[src/rtl/execute_stage.sv]
// Execute stage: operand forwarding, ALU, branch resolution, EX/MEM register and data-memory request FSM.
// Build option FWD_MUX_EN: when defined, fwdA_sel/fwdB_sel/wb_fwd_data select forwarded operands.
package cpu_types_pkg;
    typedef enum logic [3:0] {
        ALU_SLL  = 4'd0,
        ALU_SRL  = 4'd1,
        ALU_ADD  = 4'd2,
        ALU_SUB  = 4'd3,
        ALU_AND  = 4'd4,
        ALU_OR   = 4'd5,
        ALU_XOR  = 4'd6,
        ALU_NOR  = 4'd7,
        ALU_SLT  = 4'd8,
        ALU_SLTU = 4'd9
    } aluop_t;
endpackage

module execute_stage
    import cpu_types_pkg::*;
#(
    parameter int DW = 32,
    parameter int RW = 5
) (
    input  logic          CLK,
    input  logic          nRST,
    input  logic          iHit,
    input  logic          flush,
    input  logic          dREN_in,
    input  logic          dWEN_in,
    input  logic          regWrite_in,
    input  logic          MemtoReg_in,
    input  logic          HALT_in,
    input  logic          aluSrc_in,
    input  logic          branch_in,
    input  logic          branchSel_in,
    input  logic [3:0]    ALUop_in,
    input  logic [DW-1:0] Imm_in,
    input  logic [DW-1:0] rdat1_in,
    input  logic [DW-1:0] rdat2_in,
    input  logic [DW-1:0] pcp4_in,
    input  logic [RW-1:0] wsel_in,
    input  logic [1:0]    fwdA_sel,
    input  logic [1:0]    fwdB_sel,
    input  logic [DW-1:0] wb_fwd_data,
    input  logic          dhit,
    input  logic [DW-1:0] dmemload,
    output logic          branch_taken,
    output logic [DW-1:0] branch_target,
    output logic          stall,
    output logic          dREN,
    output logic          dWEN,
    output logic [DW-1:0] daddr,
    output logic [DW-1:0] dstore,
    output logic [DW-1:0] alu_out_q,
    output logic [DW-1:0] load_q,
    output logic [RW-1:0] wsel_q,
    output logic          regWrite_q,
    output logic          MemtoReg_q,
    output logic          HALT_q,
    output logic          mem_valid,
    output logic [1:0]    state_dbg
);

    typedef enum logic [1:0] {
        IDLE = 2'd0,
        REQ  = 2'd1,
        DONE = 2'd2
    } mem_state_t;

    mem_state_t    state_q, state_d;
    logic [DW-1:0] rdat2_q, rdat2_d, alu_out_d, load_d;
    logic [RW-1:0] wsel_d;
    logic          dREN_q, dREN_d, dWEN_q, dWEN_d;
    logic          regWrite_d, MemtoReg_d, HALT_d;
    logic [DW-1:0] opa, fwd_b, opb, alu_res;
    logic          zero, en, mem_pending;

`ifdef FWD_MUX_EN
    always_comb begin
        case (fwdA_sel)
            2'b01:   opa = alu_out_q;
            2'b10:   opa = wb_fwd_data;
            default: opa = rdat1_in;
        endcase
        case (fwdB_sel)
            2'b01:   fwd_b = alu_out_q;
            2'b10:   fwd_b = wb_fwd_data;
            default: fwd_b = rdat2_in;
        endcase
    end
`else
    logic unused_fwd;
    assign unused_fwd = ^{fwdA_sel, fwdB_sel, wb_fwd_data};
    assign opa   = rdat1_in;
    assign fwd_b = rdat2_in;
`endif

    assign opb = aluSrc_in ? Imm_in : fwd_b;

    always_comb begin
        alu_res = '0;
        case (ALUop_in)
            ALU_SLL:  alu_res = opa << opb[4:0];
            ALU_SRL:  alu_res = opa >> opb[4:0];
            ALU_ADD:  alu_res = opa + opb;
            ALU_SUB:  alu_res = opa - opb;
            ALU_AND:  alu_res = opa & opb;
            ALU_OR:   alu_res = opa | opb;
            ALU_XOR:  alu_res = opa ^ opb;
            ALU_NOR:  alu_res = ~(opa | opb);
            ALU_SLT:  alu_res = {{(DW-1){1'b0}}, $signed(opa) < $signed(opb)};
            ALU_SLTU: alu_res = {{(DW-1){1'b0}}, opa < opb};
            default:  alu_res = '0;
        endcase
    end

    assign zero          = (alu_res == '0);
    assign branch_taken  = branch_in & (branchSel_in ? ~zero : zero);
    assign branch_target = pcp4_in + (Imm_in << 2);

    // A halted pipe never raises a new memory request.
    assign mem_pending = (dREN_q | dWEN_q) & ~HALT_q;

    // Cache handshake: dREN/dWEN stay asserted for every REQ cycle; the access
    // completes in the cycle dhit is high, and dhit outside REQ is ignored.
    always_comb begin
        state_d   = state_q;
        stall     = 1'b0;
        mem_valid = 1'b0;
        dREN      = 1'b0;
        dWEN      = 1'b0;
        load_d    = load_q;
        case (state_q)
            IDLE: begin
                if (mem_pending) begin
                    state_d = REQ;
                    stall   = 1'b1;
                end
            end
            REQ: begin
                dREN = dREN_q;
                dWEN = dWEN_q;
                if (dhit) begin
                    state_d = DONE;
                    if (dREN_q) load_d = dmemload;
                end else begin
                    stall = 1'b1;
                end
            end
            DONE: begin
                mem_valid = 1'b1;
                state_d   = IDLE;
            end
            default: state_d = IDLE;
        endcase
    end

    assign en = iHit & ~stall;

    always_comb begin
        alu_out_d  = alu_out_q;
        rdat2_d    = rdat2_q;
        wsel_d     = wsel_q;
        dREN_d     = dREN_q;
        dWEN_d     = dWEN_q;
        regWrite_d = regWrite_q;
        MemtoReg_d = MemtoReg_q;
        HALT_d     = HALT_q;
        if (en) begin
            if (flush) begin
                alu_out_d  = '0;
                rdat2_d    = '0;
                wsel_d     = '0;
                dREN_d     = 1'b0;
                dWEN_d     = 1'b0;
                regWrite_d = 1'b0;
                MemtoReg_d = 1'b0;
                HALT_d     = 1'b0;
            end else begin
                alu_out_d  = alu_res;
                rdat2_d    = fwd_b;
                wsel_d     = wsel_in;
                dREN_d     = dREN_in;
                dWEN_d     = dWEN_in;
                regWrite_d = regWrite_in;
                MemtoReg_d = MemtoReg_in;
                HALT_d     = HALT_in;
            end
        end
    end

    always_ff @(posedge CLK) begin
        if (!nRST) begin
            state_q    <= IDLE;
            alu_out_q  <= '0;
            rdat2_q    <= '0;
            load_q     <= '0;
            wsel_q     <= '0;
            dREN_q     <= 1'b0;
            dWEN_q     <= 1'b0;
            regWrite_q <= 1'b0;
            MemtoReg_q <= 1'b0;
            HALT_q     <= 1'b0;
        end else begin
            state_q    <= state_d;
            alu_out_q  <= alu_out_d;
            rdat2_q    <= rdat2_d;
            load_q     <= load_d;
            wsel_q     <= wsel_d;
            dREN_q     <= dREN_d;
            dWEN_q     <= dWEN_d;
            regWrite_q <= regWrite_d;
            MemtoReg_q <= MemtoReg_d;
            HALT_q     <= HALT_d;
        end
    end

    assign daddr     = alu_out_q;
    assign dstore    = rdat2_q;
    assign state_dbg = state_q;

endmodule

[config.mk]
export PLATFORM = sky130hd
export DESIGN_NAME = execute_stage
export DESIGN_NICKNAME = d
export VERILOG_FILES = /design/src/rtl/execute_stage.sv
export SDC_FILE = /design/constraint.sdc
export NUM_CORES = 1
export LEC_CHECK = 0
export CORE_MARGIN = 2
export CORE_UTILIZATION = 25
export CTS_BUF_LIST = sky130_fd_sc_hd__clkbuf_16
export CTS_CLUSTER_SIZE = 24
export DETAILED_ROUTE_END_ITERATION = 12
export GPL_TIMING_DRIVEN = 0
export PLACE_DENSITY = 0.44
export SLEW_MARGIN = 20
export SYNTH_ARGS = -nofsm -noshare
export SYNTH_HDL_FRONTEND = slang
export SYNTH_SLANG_ARGS = --single-unit
[constraint.sdc]
create_clock -name CLK -period 13.94 [get_ports CLK]
set_input_delay 2.091 -clock CLK [delete_from_list [all_inputs] [get_ports CLK]]
set_output_delay 2.091 -clock CLK [all_outputs]
set_load 0.1 [all_outputs]
==> results.toml <==
[timing]
clock_skew_ns = 0.00502
worstMarginPinSlew_ns = 1.14
drv_slew = 0
slew_headroom_pct = 24.1
rsz0062_at_grt = "no"
final_hold_viol_count = 0
finalSetupViolCount = 0
fmax_mhz = 74.5
min_period_ns = 13.43
period_share_pct = 96.3

[floorplan]
core_um2 = 60200
die_w_um = 251
rows = 90
initial_core_util_pct = 25.3
die_area_um2 = 62900
io_pins = 393
die_h_um = 251

[finish]
n_fill_cell = 6446
layout.nets = 2788
final_layout_size_suffix_gt1_share_pct = 5.73
final-instance-count-excl-fill = 3210
final_area_um2 = 20100
synthToLayoutAreaGrowth_pct = 31.7

[synthesis]
synth_seq_area_share_pct = 14.2
synth_top_family_by_area = "compound AO/OA/AOI/OAI gates"
syn-num-nets = 2424
synthArstFlopShare_pct = 0
synth_area_um2 = 15200
yosysTopAreaCell = "dfxtp_1"
yosys_most_used_dff = "dfxtp_1"
synth_area_leaders = "dfxtp_1, ha_1, mux2i_1"
synth-compound-area-share_pct = 26.7
synthXorXnorAreaFrac_pct = 3.51
yosys.area.top_type_share_pct = 14.2
yosysUniqueCellTypes = 79
yosys_warnings = 0
synthAdderAreaFrac_pct = 12.4
syn_inst = 2057
muxShareOfSynthArea_pct = 13.6
syn_area_per_cell_um2 = 7.40
synth_simple_gate_area_share_pct = 21.2
synth_seq_cells = 108
synth_edf_count = 0

[placement]
port_buffers = 350
dpl.hpwl_mm = 70.7
placed_area_um2 = 19800
placedCellCount = 3192
finalWeightedCongestion = 1.02

[worst_setup_path]
cp_data_required_time_ns = 11.85
worstPathArrival_ns = 11.34
path_max_fanout = 11
crit_path_start_kind = "input pin"
path_cells = "clkdlybuf4s50_1, mux2i_1, inv_2, buf_2, buf_2, clkbuf_1, ha_1, inv_1, fa_1, nand3b_1, a21oi_1, o2111ai_1, a41o_1, o21ai_0, o221ai_1, a2111oi_1, o2111ai_1, or4_1, or4_1, nor4_2, mux2i_1, dlymetal6s2s_1"
cpPeakStageDelay_ns = 0.94
critPathSlowestCell = "a2111oi_1"
criticalPathCategory = "in -> out"
end_kind = "output port"

[clock_tree]
root_buffer = "clkbuf_16"
clkTransAtPathRegs_ns = 0.08
cts-resized-gates = 0
cts_made_buffers = 9
h-tree-depth = 3
clock_sinks = 108
clk_path_buf_depth = 2
insertion_delay_ns = 0.38
cts_tree = "built"
ctsHoldBuffers = 0
cts_setup_buffers = 0

[detailed_routing]
num_vias = 17600
drc = 0
dr.pass1.iters = 6
post_drt_wl_per_cell_um = 26.1
ant_nets = 0
vias_per_cell = 5.49
routed_wl_mm = 83.9
drtIter0Drc = 1603

[global_route]
antenna_found_initial = 8
grt_max_degree = 20
grt_pass1_wl_mm = 121
grt-ovfl-total = 0
grt_pass1_vias = 17500
grtUsageTotal_pct = 25.8

[run_status]
outcome = "complete, no violations"

[pwr]
pwr_density_cell_nw_per_um2 = 81.1
p_leak_nw = 8.06
ir_drop_v = 0.0000647
p_total_mw = 1.63

[hold_path]
holdCritPathClass = "reg -> reg"

[job]
max_cap_viol_count = 0
registers in the layout (all words and copies together) (netlist names):
name        count
dREN_q          1
alu_out_q      32
HALT_q          1
state_dbg       2
regWrite_q      1
wsel_q          5
dstore         32
dWEN_q          1
load_q         32
MemtoReg_q      1
critical path, delay by kind of cell:
kind                     cells  cell delay, ns
AND/OR/NAND/NOR              4            1.41
multiplexers                 2            0.57
AO/OA/AOI/OAI                7            3.32
buffers and inverters        7            3.10
adder cells (fa/ha/maj)      2            0.82
where the power goes:
group          internal, mW  switching (mW)  total (mW)
combinational         0.316           0.721        1.04
clock                 0.125           0.137       0.262
sequential            0.319         0.00948       0.328
total                 0.759           0.868        1.63
worst paths after layout:
check               start            end  slack, ns  depth (start not counted)
max             Imm_in[0]   branch_taken       0.51                         22
min            load_q[27]     load_q[27]       0.47                          2
max reg2reg  state_dbg[0]  alu_out_q[15]      11.07                          8
min reg2reg    load_q[27]     load_q[27]       0.47                          2
layer usage:
metal / track usage (%) / up-vias / routed length [µm]
met5: 0 / - / 97
met4: 8.59 / 14 / 2730
met3: 4.93 / 152 / 6190
met2: 41.8 / 808 / 37800
met1: 34.3 / 8511 / 37100
li1: - / 8146 / -
kinds of logic (layout without fill, tap and decap cells):
| logic type | count (synthesis) | in the layout |
|---|---|---|
| mux | 193 | 193 |
| compound gates | 606 | 606 |
| other cells | 0 | 2 |
| fa+ha+maj | 149 | 149 |
| simple gates | 654 | 654 |
| buf+inv | 286 | 655 |
| xor+xnor | 61 | 61 |
| flops | 108 | 108 |
layout by cell type, fill, tap and decap left out, types with 24 or more instances in the layout:
| cell type | synthesis | routed |
|---|---|---|
| a21o_1 | 24 | 24 |
| nor3b_1 | 45 | 45 |
| clkdlybuf4s50_1 | 0 | 349 |
| a21boi_0 | 36 | 36 |
| nor2_1 | 151 | 151 |
| o21ai_0 | 97 | 96 |
| ha_1 | 146 | 146 |
| nor3_1 | 48 | 48 |
| a211oi_1 | 29 | 29 |
| dfxtp_1 | 108 | 108 |
| o22ai_1 | 25 | 25 |
| a22oi_1 | 34 | 34 |
| nand3_1 | 29 | 29 |
| nand2_1 | 196 | 196 |
| a21oi_1 | 165 | 164 |
| mux2i_1 | 167 | 165 |
| xnor2_1 | 52 | 52 |
| clkbuf_1 | 100 | 100 |
| nor2b_1 | 79 | 79 |
| inv_1 | 108 | 109 |
| buf_2 | 22 | 24 |
| buf_4 | 39 | 39 |
per-stage QoR:
stage / TNS, ns / worst slack [ns] / utilization (%) / hold slack (ns)
2_1_floorplan: 0 / 2.83 / - / 0.495
3_3_place_gp: -0.118 / -0.118 / 32.7 / 0.450
3_5_place_dp: 0 / 0.195 / 32.8 / 0.459
4_1_cts: 0 / 0.173 / 33.3 / 0.469
5_1_grt: 0 / 0.263 / 33.3 / 0.488
6_report: 0 / 0.510 / 33.3 / 0.466
final cells by class:
type | instances | area, µm² | share of cell area [%]
antenna | 2 | 5.00 | 0.0250
buffer | 175 | 853 | 4.25
clock buffer | 9 | 225 | 1.12
clock inverter | 7 | 63.8 | 0.318
inverter | 111 | 419 | 2.09
multi-input combinational | 1663 | 11800 | 58.9
sequential | 108 | 2160 | 10.8
tap | 782 | 978 | 4.88
timing repair buffer | 353 | 3530 | 17.6
Yosys cell counts (all sizes together) (16+ instances only):
cell / number
nor4: 18
ha: 146
mux2: 16
a211oi: 29
nor2b: 79
mux2i: 170
o211ai: 18
nor3b: 45
buf: 75
o221ai: 17
a22oi: 34
nor3: 48
dfxtp: 108
inv: 111
a21oi: 165
o21ai: 98
nand2: 196
o22ai: 25
nand3: 29
and2: 22
nor2: 151
clkbuf: 100
a21boi: 36
o21bai: 18
a21o: 24
xnor2: 52
Power figures use the tool's default switching activity.
